**src/rtl/wash_pkg.sv**
```systemverilog
// Shared washer-side definitions: payment controller states, default prices
// and the washer's own state encoding.
package wash_pkg;

  localparam int unsigned CREDIT_W         = 3;
  localparam int unsigned DEF_PRICE_SINGLE = 2;
  localparam int unsigned DEF_PRICE_DOUBLE = 3;
  localparam int unsigned DEF_MAX_CREDIT   = 7;
  localparam int unsigned DEF_START_HOLD   = 16;
  localparam int unsigned DEF_TIMEOUT      = 1000;

  typedef enum logic [2:0] {
    ST_IDLE   = 3'd0,
    ST_CREDIT = 3'd1,
    ST_START  = 3'd2,
    ST_RUN    = 3'd3,
    ST_REFUND = 3'd4
  } pay_state_t;

  typedef enum logic [1:0] {
    WSH_IDLE = 2'd0,
    WSH_FILL = 2'd1,
    WSH_WASH = 2'd2,
    WSH_SPIN = 2'd3
  } washer_state_t;

  // Price of the selected programme, sized to the credit counter.
  function automatic logic [CREDIT_W-1:0] price_of(input logic dbl,
                                                   input int unsigned p_single,
                                                   input int unsigned p_double);
    return dbl ? CREDIT_W'(p_double) : CREDIT_W'(p_single);
  endfunction

endpackage

```
**src/rtl/edge_detect.sv**
```systemverilog
// Rising-edge detector against a registered copy of the input level.
module edge_detect (
  input  logic clk,
  input  logic rst,
  input  logic d,
  output logic rise_c
);

  logic d_q;

  always_ff @(posedge clk) begin
    if (rst) d_q <= 1'b0;
    else     d_q <= d;
  end

  assign rise_c = d & ~d_q;

endmodule

```
**src/rtl/wash_payment_ctrl.sv**
```systemverilog
// Coin-operated wash payment controller: counts credit, starts single/double
// washes, rejects surplus coins and refunds pending credit on cancel/timeout.
module wash_payment_ctrl
  import wash_pkg::*;
#(
  parameter int unsigned PRICE_SINGLE = DEF_PRICE_SINGLE,
  parameter int unsigned PRICE_DOUBLE = DEF_PRICE_DOUBLE,
  parameter int unsigned MAX_CREDIT   = DEF_MAX_CREDIT,
  parameter int unsigned START_HOLD   = DEF_START_HOLD,
  parameter int unsigned TIMEOUT      = DEF_TIMEOUT
) (
  input  logic       clk,
  input  logic       rst,
  input  logic       coin_pulse,
  input  logic       sel_double,
  input  logic       start_btn,
  input  logic       cancel,
  input  logic       wash_done,
  output logic       coin_in,
  output logic       double_wash,
  output logic [2:0] credit,
  output logic       refund_pulse,
  output logic       reject_pulse,
  output logic       busy
);

  localparam int unsigned HOLD_W = $clog2(START_HOLD + 1);
  localparam int unsigned IDLE_W = $clog2(TIMEOUT + 1);

  pay_state_t            state_q, state_n;
  logic [CREDIT_W-1:0]   credit_n;
  logic [CREDIT_W-1:0]   price;
  logic [HOLD_W-1:0]     hold_q, hold_n;
  logic [IDLE_W-1:0]     idle_q, idle_n;
  logic                  phase_q, phase_n;
  logic                  coin_in_n, double_n, busy_n, refund_n, reject_n;
  logic                  coin_ok;
  logic                  done_rise_c;

  edge_detect u_done_edge (
    .clk    (clk),
    .rst    (rst),
    .d      (wash_done),
    .rise_c (done_rise_c)
  );

  always_ff @(posedge clk) begin
    if (rst) begin
      state_q      <= ST_IDLE;
      credit       <= '0;
      hold_q       <= '0;
      idle_q       <= '0;
      phase_q      <= 1'b0;
      coin_in      <= 1'b0;
      double_wash  <= 1'b0;
      busy         <= 1'b0;
      refund_pulse <= 1'b0;
      reject_pulse <= 1'b0;
    end else begin
      state_q      <= state_n;
      credit       <= credit_n;
      hold_q       <= hold_n;
      idle_q       <= idle_n;
      phase_q      <= phase_n;
      coin_in      <= coin_in_n;
      double_wash  <= double_n;
      busy         <= busy_n;
      refund_pulse <= refund_n;
      reject_pulse <= reject_n;
    end
  end

  always_comb begin
    state_n   = state_q;
    credit_n  = credit;
    hold_n    = '0;
    idle_n    = '0;
    phase_n   = 1'b0;
    double_n  = double_wash;
    refund_n  = 1'b0;
    reject_n  = 1'b0;
    coin_in_n = 1'b0;
    busy_n    = 1'b0;
    price     = price_of(sel_double, PRICE_SINGLE, PRICE_DOUBLE);
    coin_ok   = coin_pulse && (credit != CREDIT_W'(MAX_CREDIT));

    case (state_q)
      ST_IDLE: begin
        if (coin_pulse) begin
          credit_n = credit + CREDIT_W'(1);
          state_n  = ST_CREDIT;
        end
      end
      ST_CREDIT: begin
        idle_n = idle_q + IDLE_W'(1);
        if (coin_ok)                   credit_n = credit + CREDIT_W'(1);
        else if (coin_pulse)           reject_n = 1'b1;
        if (coin_pulse || start_btn)   idle_n   = '0;
        // Start test uses the pre-coin credit; an accepted coin is still added.
        if (cancel) begin
          state_n = ST_REFUND;
        end else if (start_btn && (credit >= price)) begin
          credit_n = credit_n - price;
          double_n = sel_double;
          state_n  = ST_START;
        end else if (!coin_pulse && !start_btn &&
                     (idle_q == IDLE_W'(TIMEOUT - 1))) begin
          state_n = ST_REFUND;
        end
      end
      ST_START: begin
        hold_n = hold_q + HOLD_W'(1);
        if (coin_pulse) reject_n = 1'b1;
        if (hold_q == HOLD_W'(START_HOLD - 1)) begin
          hold_n  = '0;
          state_n = ST_RUN;
        end
      end
      ST_RUN: begin
        if (coin_pulse) reject_n = 1'b1;
        if (done_rise_c) begin
          double_n = 1'b0;
          state_n  = (credit != '0) ? ST_CREDIT : ST_IDLE;
        end
      end
      ST_REFUND: begin
        if (coin_pulse) reject_n = 1'b1;
        // Eject one coin every other cycle until credit is exhausted.
        if (credit == '0) begin
          state_n = ST_IDLE;
        end else if (!phase_q) begin
          refund_n = 1'b1;
          credit_n = credit - CREDIT_W'(1);
          phase_n  = 1'b1;
          if (credit == CREDIT_W'(1)) state_n = ST_IDLE;
        end
      end
      default: state_n = ST_IDLE;
    endcase

    coin_in_n = (state_n == ST_START);
    busy_n    = (state_n == ST_START) || (state_n == ST_RUN);
    if (!busy_n) double_n = 1'b0;
  end

endmodule
```
**config.mk**
```make
export PLATFORM = sky130hd
export DESIGN_NAME = wash_payment_ctrl
export DESIGN_NICKNAME = d
export VERILOG_FILES = /design/src/rtl/wash_pkg.sv /design/src/rtl/edge_detect.sv /design/src/rtl/wash_payment_ctrl.sv
export SDC_FILE = /design/constraint.sdc
export NUM_CORES = 1
export LEC_CHECK = 0
export ABC_CLOCK_PERIOD_IN_PS = 3110
export CORE_MARGIN = 3
export CORE_UTILIZATION = 55
export CTS_CLUSTER_SIZE = 25
export DETAILED_ROUTE_END_ITERATION = 10
export PLACE_DENSITY_LB_ADDON = 0.3
export SLEW_MARGIN = 20
export SYNTH_ARGS = -nofsm -noshare
export SYNTH_HDL_FRONTEND = slang
export SYNTH_SLANG_ARGS = --single-unit
```
**constraint.sdc**
```tcl
create_clock -name clk -period 3.11 [get_ports clk]
set_clock_uncertainty 0.05 [all_clocks]
set_input_delay 0.622 -clock clk [delete_from_list [all_inputs] [get_ports clk]]
set_output_delay 0.622 -clock clk [all_outputs]
set_load 0.01 [all_outputs]
```
==> results by group, run 1 <==
Setup path
  • CP arrival: 2.91 ns
  • CP required: 3.30 ns
  • Worst flop-to-flop path endpoint: credit[2]$_SDFFE_PP0P_
  • Worst Reg-to-Reg Cells: 11
  • Reg2reg start: credit[0]$_SDFFE_PP0P_
  • Crit. End Element: flop
  • Startpoint types: flop
  • R2R setup slack: 0.39 ns
  • Worst-path fanout max: 7
  • Kind of critical path: flop to flop

Logic synthesis
  • Synth area leaders: dfxtp_1 38%, ha_1 9.8%, nor2_1 5.3%
  • Number of synthesized flops with an enable pin: 0
  • Asr flop ratio synth: 0%
  • Post-synthesis cell area: 1411 sq um
  • Yosys warns: 0
  • Synth area leader: dfxtp_1
  • Netlist cell types: 42
  • Yosys reg bits: 27
  • Main synth FF type: dfxtp_1
  • Post-Syn Area per Cell: 8.876 sq um
  • Sequential area share after synthesis: 38.30%
  • Net Count, Synth: 177
  • Synth top area share: 38.30%
  • Cells after synthesis: 159

Floorplan
  • # IOs: 15
  • Die Area: 3210 sq um
  • Die W: 56.66 microns
  • Starting density of the core: 60.87%
  • Cell Rows: 17
  • CORE AREA: 2318 sq um
  • Die height: 56.66 microns

Timing
  • Final setup vio count: 0
  • Setup slack after layout: 0.3858 ns
  • Final Hold Vio Count: 0
  • Fmax achieved: 367.1 MHz
  • Minimum clock period: 2.724 ns
  • Worst slew pin tran: 0.4203 ns
  • Total Neg Setup Slack: 0 ns
  • RSZ-0062 raised after global routing: no
  • Max Slew Vio Count: 0
  • Relative slew slack: 71.89%
  • Final Cycle Share: 87.59%

Power and ir drop
  • Static Leakage: 0.0006037 uW
  • Switching part of the total power: 30.44%
  • Clk pwr share: 22.6%
  • Maximum vdd ir drop: 0.3349 mV
  • Sequential share of power: 53.6%
  • Power Dens Cells: 436.8 nW/um^2
  • Psw: 211.6 uW
  • Comb pwr share: 23.8%
  • Tot Pwr: 695.2 uW
  • Internal: 483.6 uW

Global routing
  • Antenna violations before repair: 0
  • First-pass GRT wire length: 4.954 mm
  • Pin count of the biggest net entering global routing: 17
  • Tot GR Track Use: 19.11%
  • Vias in the first global route: 1126
  • Gr ovfl total: 0

Layout
  • Share of cells above drive strength 1: 6.936%
  • P&R area growth vs syn: 12.77%
  • Final std cells w/o fill: 201
  • Fillers: 197
  • Post-route core utilization: 68.65%
  • N_diodes: 0
  • # nets final: 192

Clock tree
  • CTS tree: built
  • CTS sink count: 27
  • Hold_buf cts: 0
  • Post_cts resized: 0
  • Clock-pin slew on the worst setup and hold paths: 0.15 ns
  • Worst skew pair latency: 0.32 ns
  • Post-CTS Setup Inserts: 0
  • H-Tree Depth: 1
  • Num CTS Buffers: 3
  • Clk root buf: clkbuf_4
  • CTS max path bufs: 2

Min path
  • Hold depth: 1
  • Type of the worst min-delay path: flop to flop
  • Hold_sp: hold_q[0]$_SDFF_PP0_
  • WHS Endpoint: hold_q[0]$_SDFF_PP0_

Routing
  • Wire per inst: 13.65 microns
  • Initial DRC Count: 23
  • Total Wirelength: 2.743 mm
  • Antenna viol nets, final: 0
  • Vias per inst: 5.687
  • Remaining DRCs: 0
  • DRT Pass-1 Iters: 4
  • Via count of the routed design: 1143

Job
  • Max_cap viols: 0

Placement
  • Routability cong.: 0.8389
  • I/O Buffers: 14
  • Placed cell count: 197
  • Detailed placement HPWL: 2.151 mm
  • Setup WS pre-CTS: 0.2492 ns

Outcome
  • Status: completed
-- cells in the mapped netlist (2+ instances only) --
library cell and number:
dfxtp_1 27, nand3_1 4, nor3_2 2, o21bai_1 2
buf_2 2, nand2b_1 2, a311oi_1 2, nor2_1 20
ha_1 11, or3_1 2, xnor2_1 8, nor4_1 4
xor2_1 3, nand2_1 8, mux2i_1 2, clkbuf_1 2
o21ai_0 8, inv_1 10, a22oi_1 2, nor2b_1 2
a21oi_1 8, and3_1 6, buf_6 2, and2b_1 2
-- flip-flops by register name, indices dropped and copies added (netlist names), 3 cells and up --
signal and count:
credit 3, hold_q 5, idle_q 10, state_q 3
-- critical path, stage by stage (launching register included) --
cell	delay [ns]
dfxtp_1	0.49
ha_1	0.19
ha_1	0.18
and2b_1	0.25
xnor2_1	0.23
ha_1	0.19
inv_1	0.04
ha_1	0.17
nor4_1	0.34
xnor2_1	0.17
nand2_1	0.08
a311oi_1	0.27
-- metrics by stage --
step                      hold WS (ns)  cell area, sq um
after floorplan                 0.3632              1411
after global placement          0.3752              1562
after detailed placement        0.3939              1562
after CTS                       0.4142              1592
after global routing            0.4339              1592
final                           0.4193              1592
-- per-layer routing --
layer	global-route usage [%]	routed length (microns)	up-vias
met5	0	0	-
met4	5.085	39	0
met3	2.989	82	4
met2	33.33	1382	19
met1	24.16	1238	537
li1	-	-	583
-- power by group through the flow --
stage / sequential [uW] / combinational, uW / clock (uW)
floorplan: 377 / 117 / 0
global placement: 380 / 157 / 0
detailed placement: 380 / 165 / 0
CTS: 373 / 166 / 160
global route: 375 / 187 / 182
finish: 373 / 166 / 157
-- worst max path at each step --
stage,startpoint,to,slack [ns],cells after the start
after CTS,credit[0]$_SDFFE_PP0P_,credit[2]$_SDFFE_PP0P_,0.39,11
final,credit[0]$_SDFFE_PP0P_,credit[2]$_SDFFE_PP0P_,0.39,11
after detailed placement,coin_pulse,credit[2]$_SDFFE_PP0P_,0.25,10
after global routing,credit[0]$_SDFFE_PP0P_,credit[2]$_SDFFE_PP0P_,0.15,11
after global placement,coin_pulse,credit[2]$_SDFFE_PP0P_,0.39,10
after floorplan,credit[0]$_SDFFE_PP0P_,credit[2]$_SDFFE_PP0P_,0.71,11
-- final cells by class --
| type | count | area, sq um | area share, % |
|---|---|---|---|
| Tap cell | 28 | 35.03 | 2.201 |
| Multi-Input combinational cell | 116 | 793.3 | 49.84 |
| Sequential cell | 27 | 540.5 | 33.96 |
| Clock buffer | 3 | 22.52 | 1.415 |
| Inverter | 10 | 37.54 | 2.358 |
| Timing Repair Buffer | 16 | 155.1 | 9.748 |
| Clock inverter | 1 | 7.507 | 0.4717 |
-- cells by family after synthesis --
| family | after synthesis | share of synthesized area (%) |
|---|---|---|
| buf+inv | 16 | 5.497 |
| simple gates | 61 | 23.49 |
| xor+xnor | 11 | 6.827 |
| fa+ha+maj | 11 | 9.752 |
| compound gates | 31 | 14.72 |
| mux | 2 | 1.418 |
| flops | 27 | 38.30 |
-- placed cells by master (no fill, tap or decap), drive strengths merged, types with 2 or more instances in the layout --
master	netlist	routed
a21oi	9	9
a22oi	2	2
a311oi	2	2
and2b	2	2
and3	6	6
buf	4	2
clkbuf	2	3
clkdlybuf4s50	0	14
dfxtp	27	27
ha	11	11
inv	10	10
mux2i	2	2
nand2	8	8
nand2b	2	2
nand3	4	4
nor2	20	20
nor2b	3	3
nor3	3	3
nor4	4	4
o21ai	8	8
o21bai	2	2
or3	2	2
xnor2	8	8
xor2	3	3
No activity file was read; power rests on OpenSTA's default activity.
==> inputs of run 2 (changes only) <==
--- a/config.mk
+++ b/config.mk
@@ -15,3 +15,4 @@
 export SYNTH_ARGS = -nofsm -noshare
 export SYNTH_HDL_FRONTEND = slang
 export SYNTH_SLANG_ARGS = --single-unit
+export TNS_END_PERCENT = 10
==> results of run 2 <==
Final layout, timing and power as in run 1 (identical DEF).
